<file path="config.mk">
export PLATFORM = sky130hd
export DESIGN_NAME = data_ram_arbiter
export DESIGN_NICKNAME = d
export VERILOG_FILES = /design/src/rtl/data_ram_arbiter_pkg.sv /design/src/rtl/data_ram_arbiter_starve.sv /design/src/rtl/data_ram_arbiter.sv
export SDC_FILE = /design/constraint.sdc
export NUM_CORES = 1
export LEC_CHECK = 0
export CORE_AREA = 2 2 119 121
export CTS_CLUSTER_SIZE = 10
export DETAILED_ROUTE_END_ITERATION = 16
export DIE_AREA = 0 0 121 123
export GPL_TIMING_DRIVEN = 1
export PLACE_DENSITY = 0.52
export SYNTH_ARGS = -nofsm -noshare
export SYNTH_HDL_FRONTEND = slang
export SYNTH_SLANG_ARGS = --single-unit
</file>
<file path="constraint.sdc">
create_clock -name clk -period 6.3 [get_ports clk]
set_input_delay 1.89 -clock clk [delete_from_list [all_inputs] [get_ports clk]]
set_output_delay 1.89 -clock clk [all_outputs]
set_load 0.01 [all_outputs]
</file>
<file path="src/rtl/data_ram_arbiter_pkg.sv">
// rtl/data_ram_arbiter_pkg.sv - shared ids and defaults for the data RAM arbiter
package data_ram_arbiter_pkg;
  localparam logic ARB_ID_PIPE          = 1'b0;
  localparam logic ARB_ID_AUX           = 1'b1;
  localparam int   STARVE_LIMIT_DEFAULT = 4;
  localparam int   STARVE_CNT_W         = 4;
endpackage

</file>
<file path="src/rtl/data_ram_arbiter_starve.sv">
// rtl/data_ram_arbiter_starve.sv - saturating denial counter that forces an aux grant
module arb_starve_counter
  import data_ram_arbiter_pkg::*;
#(
  parameter int STARVE_LIMIT = STARVE_LIMIT_DEFAULT
) (
  input  logic clk,
  input  logic reset,
  input  logic m1_req,
  input  logic m1_gnt,
  output logic force_gnt
);
  localparam logic [STARVE_CNT_W-1:0] LIMIT = STARVE_CNT_W'(STARVE_LIMIT);

  logic [STARVE_CNT_W-1:0] starve_cnt_q, starve_cnt_d;

  // Any cycle without an outstanding aux request restarts the count.
  always_comb begin
    starve_cnt_d = '0;
    if (m1_req && !m1_gnt) begin
      starve_cnt_d = (starve_cnt_q >= LIMIT) ? LIMIT : starve_cnt_q + 1'b1;
    end
  end

  always_ff @(posedge clk) begin
    if (reset) starve_cnt_q <= '0;
    else       starve_cnt_q <= starve_cnt_d;
  end

  assign force_gnt = m1_req & (starve_cnt_q == LIMIT);
endmodule

</file>
<file path="src/rtl/data_ram_arbiter.sv">
// rtl/data_ram_arbiter.sv - single-port data RAM shared by pipeline (m0) and aux loader (m1)
module data_ram_arbiter
  import data_ram_arbiter_pkg::*;
#(
  parameter int ADDR_W       = 32,
  parameter int DATA_W       = 32,
  parameter int STARVE_LIMIT = STARVE_LIMIT_DEFAULT
) (
  input  logic                clk,
  input  logic                reset,
  input  logic                m0_req,
  input  logic [DATA_W/8-1:0] m0_we,
  input  logic [ADDR_W-1:0]   m0_addr,
  input  logic [DATA_W-1:0]   m0_wdata,
  output logic                m0_gnt,
  output logic                m0_rvalid,
  output logic [DATA_W-1:0]   m0_rdata,
  input  logic                m1_req,
  input  logic [DATA_W/8-1:0] m1_we,
  input  logic [ADDR_W-1:0]   m1_addr,
  input  logic [DATA_W-1:0]   m1_wdata,
  output logic                m1_gnt,
  output logic                m1_rvalid,
  output logic [DATA_W-1:0]   m1_rdata,
  output logic                ram_en,
  output logic [DATA_W/8-1:0] ram_we,
  output logic [ADDR_W-1:0]   ram_addr,
  output logic [DATA_W-1:0]   ram_wdata,
  input  logic [DATA_W-1:0]   ram_rdata
);
  logic force_gnt;
  logic rd_pend_q, rd_pend_d;
  logic rd_owner_q, rd_owner_d;

  arb_starve_counter #(.STARVE_LIMIT(STARVE_LIMIT)) u_starve (
    .clk       (clk),
    .reset     (reset),
    .m1_req    (m1_req),
    .m1_gnt    (m1_gnt),
    .force_gnt (force_gnt)
  );

  // Grants are held off during reset so nothing reaches the RAM or the read tracker.
  always_comb begin
    m0_gnt = 1'b0;
    m1_gnt = 1'b0;
    if (!reset) begin
      if (force_gnt)   m1_gnt = 1'b1;
      else if (m0_req) m0_gnt = 1'b1;
      else if (m1_req) m1_gnt = 1'b1;
    end
  end

  always_comb begin
    ram_en    = m0_gnt | m1_gnt;
    ram_we    = '0;
    ram_addr  = '0;
    ram_wdata = '0;
    if (m0_gnt) begin
      ram_we    = m0_we;
      ram_addr  = m0_addr;
      ram_wdata = m0_wdata;
    end else if (m1_gnt) begin
      ram_we    = m1_we;
      ram_addr  = m1_addr;
      ram_wdata = m1_wdata;
    end
  end

  always_comb begin
    rd_pend_d  = ram_en & (ram_we == '0);
    rd_owner_d = rd_owner_q;
    if (rd_pend_d) rd_owner_d = m1_gnt ? ARB_ID_AUX : ARB_ID_PIPE;
  end

  always_ff @(posedge clk) begin
    if (reset) begin
      rd_pend_q  <= 1'b0;
      rd_owner_q <= ARB_ID_PIPE;
    end else begin
      rd_pend_q  <= rd_pend_d;
      rd_owner_q <= rd_owner_d;
    end
  end

  assign m0_rvalid = rd_pend_q & ~reset & (rd_owner_q == ARB_ID_PIPE);
  assign m1_rvalid = rd_pend_q & ~reset & (rd_owner_q == ARB_ID_AUX);
  assign m0_rdata  = ram_rdata;
  assign m1_rdata  = ram_rdata;
endmodule

</file>
# Word level (Yosys, flattened, before mapping)
# Index checks and enable logic that the tools add are counted.
# Widths: inputs -> output; s select.
[word_totals]
register_bits = 6
in_bits = 172
output_inout_bits = 137
wordCells = 36
[classes]
n_addsub = 1
magnitude_cmp = 1
n_eq_ne = 1
n_mux = 15
bitwise_logic = 9
n_reduce_logical = 5
[op_table]
columns = ["operator", "n"]
rows = [
  ["$mux 32", 4],
  ["$mux 1", 8],
  ["$mux 4", 2],
  ["$and 1x1->1", 5],
  ["$add 4x1->4 const B", 1],
  ["$eq 4x3->1 const B", 1],
  ["$ge 4x3->1 const B", 1],
  ["$logic_not 4->1", 1],
  ["$mux 3", 1],
  ["$not 1->1", 3],
  ["$reduce_or 3->1", 1],
  ["$reduce_or 2->1", 1],
  ["$logic_and 1x1->1", 1],
  ["$logic_not 1->1", 1],
  ["$or 1x1->1", 1],
]

# Logic depth before layout (Yosys ltp)
[depth]
word_depth = 8
depth_mapped = 8
depth_no_buf = 7

# Modules after synthesis
# A second synthesis with hierarchy kept.
[unflattened]
hier_cells = 186
area_unflattened_um2 = 1480.2
[by_module_without_submodules]
columns = ["mod", "instances", "cells_per_inst", "area_per_inst_um2", "seq_area_each_um2"]
rows = [
  ["data_ram_arbiter", 1, 171, 1310.0, 40.0],
  ["arb_starve_counter", 1, 15, 170.2, 80.1],
]

# Worst setup path before layout
# OpenSTA, ideal clock, no wires.
[synth_path]
path_type = "input -> output"
from = "in m0_req"
to = "out ram_addr[10]"
arrival_ps = 2909
t_required_ps = 4410
slack_ps = 1501
path_stages = 5
n_path_buf = 2
path_cell_list = "nand2b_1 > a21oi_2 > buf_2 > buf_2 > a22o_1"
[synth_between]
elab_chain_len = 5
word_cells_on_any_way = 8
classes_between = "mux: 8"
[synth_lines]
columns = ["item", "line", "source"]
rows = [
  ["start: declaration", "data_ram_arbiter.sv:11", "input logic m0_req,"],
  ["$mux 1", "data_ram_arbiter.sv:49", "else if (m0_req) m0_gnt = 1'b1;"],
  ["$mux 1", "data_ram_arbiter.sv:48", "if (force_gnt) m1_gnt = 1'b1;"],
  ["$mux 1", "data_ram_arbiter.sv:47", "if (!reset) begin"],
  ["$mux 32", "data_ram_arbiter.sv:63", "end else if (m1_gnt) begin"],
  ["$mux 32 *", "data_ram_arbiter.sv:59", "if (m0_gnt) begin"],
  ["end: declaration", "data_ram_arbiter.sv:27", "output logic [ADDR_W-1:0] ram_addr,"],
]
# Every way passes the cells marked *; elsewhere a longest branch is shown, timed or not.

# Final worst setup path
[layout_path]
from = "in m1_req"
to = "out ram_addr[25]"
[layout_between]
elab_chain_len = 6
word_cells_on_any_way = 9
classes_between = "mux: 8; bitwise: 1"
[layout_lines]
columns = ["item", "line", "source"]
rows = [
  ["start: declaration", "data_ram_arbiter.sv:18", "input logic m1_req,"],
  ["$mux 1", "data_ram_arbiter.sv:50", "else if (m1_req) m1_gnt = 1'b1;"],
  ["$mux 1", "data_ram_arbiter.sv:49", ""],
  ["$mux 1", "data_ram_arbiter.sv:48", ""],
  ["$mux 1", "data_ram_arbiter.sv:47", ""],
  ["$mux 32", "data_ram_arbiter.sv:63", ""],
  ["$mux 32 *", "data_ram_arbiter.sv:59", ""],
]
# Marked as above.

==> results.sh <==
export IMPL_synth_nets=357
export IMPL_cts_tree="yes"
export IMPL_startpoint_type="input pin"
export IMPL_finalClockSkew_ns=0.00105
export IMPL_grt_antenna_before_repair=0
export IMPL_startpoint="m1_req"
export IMPL_synth_flop_cell="dfxtp_1"
export IMPL_worstRegToRegCells=7
export IMPL_synth_common_cells="a22o_1, buf_4, clkbuf_1, dfxtp_1"
export IMPL_r2r_start="u_starve.starve_cnt_q[0]$_SDFF_PP0_"
export IMPL_path_cells="clkdlybuf4s50_1 > and4b_1 > nor3b_4 > buf_4 > a22o_1 > clkdlybuf4s50_1"
export IMPL_overflow=0
export IMPL_cts_resized=0
export IMPL_rsz0062_at_grt="false"
export IMPL_cp_end_kind="primary output"
export IMPL_syn_avg_cell_area_sq_um=8.05
export IMPL_via_per_inst=3.84
export IMPL_critPathMostFrequentCell="clkdlybuf4s50_1"
export IMPL_synth_compound_area_share_pct=43.5
export IMPL_use_met1_pct=9.59
export IMPL_yosysTopAreaCellShare_pct=39.8
export IMPL_yosys_top_cells_area="a22o_1, buf_4, dfxtp_1"
export IMPL_muxShareOfSynthArea_pct=0
export IMPL_worstPathBufferInverterCount=3
export IMPL_first_iter_violations=65
export IMPL_antenna_cells=0
export IMPL_use_met3_pct=2.68
export IMPL_netlist_area_sq_um=1470
export IMPL_irDropWorstVdd_uv=61.8
export IMPL_design_area_sq_um=3410
export IMPL_crit_arrival_ns=4.02
export IMPL_setup_viol=0
export IMPL_synth_edf_count=0
export IMPL_die_height_microns=123
export IMPL_grt_first_pass_wirelength_microns=9890
export IMPL_placed_area_sq_um=3340
export IMPL_cts_sinks=6
export IMPL_wl_microns=7510
export IMPL_drc=0
export IMPL_fin_tns_setup_ns=0
export IMPL_boundaryPins=309
export IMPL_yosys_warnings=0
export IMPL_worst_endpoint_required_ns=4.41
export IMPL_fmax_mhz=169
export IMPL_busiest_layer="met2"
export IMPL_synth_top_family_by_area="compound AO/OA/AOI/OAI gates"
export IMPL_postCtsHoldBufs=0
export IMPL_synth_area_leader_cell="a22o_1"
export IMPL_hold_viol_final=0
export IMPL_synth_xor_area_share_pct=0
export IMPL_place_hpwl_microns=6230
export IMPL_ant_nets=0
export IMPL_async_reset_ff_share_pct=0
export IMPL_rrSetupSlack_ns=4.45
export IMPL_finalCritPeriodShare_pct=93.8
export IMPL_place_ws_ns=0.395
export IMPL_die_area_sq_um=14900
export IMPL_synth_most_common_cell="a22o_1"
export IMPL_cts_buffers=3
export IMPL_slowest_stage="clkdlybuf4s50_1"
export IMPL_period_minus_slack_ns=5.91
export IMPL_final_max_slew_violation_count=0
export IMPL_clk_latency_ns=0.23
export IMPL_p_leak_nw=1.26
export IMPL_rows=43
export IMPL_die_w_microns=121
export IMPL_nets=499
export IMPL_synthSimpleGateAreaFrac_pct=8.15
export IMPL_place_gp_congestion=0.700
export IMPL_grtUsageTotal_pct=8.51
export IMPL_cts_root_buffer="clkbuf_16"
export IMPL_synthAdderAreaFrac_pct=1.70
export IMPL_io_buffer_count=212
export IMPL_synth_ff_latch_count=6
export IMPL_fin_total_pwr_w=0.000357
export IMPL_worstHoldPathType="reg2reg"
export IMPL_synth_cells=183
export IMPL_critPathTopFamily="buffers and inverters"
export IMPL_timing_hold_ws_ns=0.470
export IMPL_critPathMaxFanout=31
export IMPL_grt_pass1_vias=1775
export IMPL_coreArea_sq_um=13600
export IMPL_crit_end="ram_addr[25]"
export IMPL_clock_tree_buffer_depth=2
export IMPL_start_util_pct=10.8
export IMPL_vias=1931
export IMPL_grt_max_degree=41
export IMPL_synth_cell_types=30
export IMPL_htreeDepth=1
export IMPL_grt_use_met2_pct=14.7
export IMPL_dr_pass1_iters=4
export IMPL_max_cap_violations=0
export IMPL_worst_path_largest_cell_delay_ns=0.54
export IMPL_num_fill_cells=1447
export IMPL_wl_per_cell_microns=14.9
export IMPL_postCtsSetupBuffers=0
export IMPL_p_per_area_nw_per_um2=105
export IMPL_drive_above_1_share_pct=3.72
export IMPL_yosysSeqAreaShare_pct=8.15
export IMPL_status="finished, final reports clean"
export IMPL_crit_type="in2out"
export IMPL_clk_pin_slew_ns=0.03
export IMPL_synthToLayoutAreaGrowth_pct=132
export IMPL_setup_ws_ns=0.392
export IMPL_cp_depth=6
export IMPL_rr_endpoint="rd_owner_q$_SDFFE_PP0P_"
## worst min path at each step
stage               slack [ns]                                  end                           startpoint  cells past startpoint
CTS                       0.48  u_starve.starve_cnt_q[0]$_SDFF_PP0_  u_starve.starve_cnt_q[0]$_SDFF_PP0_                      1
finish                    0.47  u_starve.starve_cnt_q[0]$_SDFF_PP0_  u_starve.starve_cnt_q[0]$_SDFF_PP0_                      1
detailed placement        0.47  u_starve.starve_cnt_q[0]$_SDFF_PP0_  u_starve.starve_cnt_q[0]$_SDFF_PP0_                      1
global placement          0.44  u_starve.starve_cnt_q[0]$_SDFF_PP0_  u_starve.starve_cnt_q[0]$_SDFF_PP0_                      1
global route              0.51  u_starve.starve_cnt_q[0]$_SDFF_PP0_  u_starve.starve_cnt_q[0]$_SDFF_PP0_                      1
floorplan                 0.43  u_starve.starve_cnt_q[0]$_SDFF_PP0_  u_starve.starve_cnt_q[0]$_SDFF_PP0_                      1
## kinds of logic (layout without fill, tap and decap cells)
kind of cell | after synthesis | in the layout
other | 1 | 1
buffers and inverters | 82 | 222
DFF | 6 | 6
adders and majority gates | 2 | 2
AOI/OAI and AO/OA | 74 | 74
and+or+nand+nor | 18 | 18
## worst reg2reg max path: stages, from the launching register on
cell	delay [ns]
dfxtp_1	0.35
inv_1	0.06
ha_1	0.20
and4b_1	0.23
nor3b_4	0.25
buf_12	0.23
a22oi_2	0.14
a311oi_1	0.30
## layout by cell type (no fill, tap or decap), types with 2 or more instances in the layout
master           netlist  final
inv_1                  3      3
a22o_1                67     67
clkbuf_16              0      3
nor3b_1                2      2
dfxtp_1                6      6
clkdlybuf4s50_1        0    212
nor2_1                 3      3
buf_12                 0      2
ha_1                   2      2
buf_4                 65      2
nor3_1                 2      2
## routing by layer
metal,up-vias,routed length (microns)
met5,-,0
met4,0,259
met3,30,808
met2,115,3720
met1,879,2720
li1,907,-
## per-stage QoR
step | utilization [%] | instances
after floorplan | - | 183
after CTS | 25.1 | 503
after detailed placement | 24.5 | 500
after global routing | 25.1 | 503
final | 25.1 | 503
after global placement | 24.5 | 500
## final cells by class
cell class | count | area, sq um | area share, %
well taps | 180 | 225 | 6.60
flip-flops and latches | 6 | 120 | 3.52
multi-input cells | 95 | 805 | 23.6
clock buffers | 3 | 75.1 | 2.20
repair buffers | 216 | 2180 | 63.8
inverters | 3 | 11.3 | 0.330
## flip-flops by register name, indices dropped and copies added, names as in the netlist
register / count
rd_owner_q: 1
rd_pend_q: 1
u_starve.starve_cnt_q: 4
## report_power, final
part | total [W] | switching (W) | leakage [nW] | internal, W
Combinational | 0.000215 | 0.0000672 | 1.18 | 0.000147
Clock | 0.000102 | 0.0000205 | 0.0370 | 0.0000814
Sequential | 0.0000405 | 0.000000992 | 0.0490 | 0.0000395
Note: power is estimated with default switching activity, not from simulation.
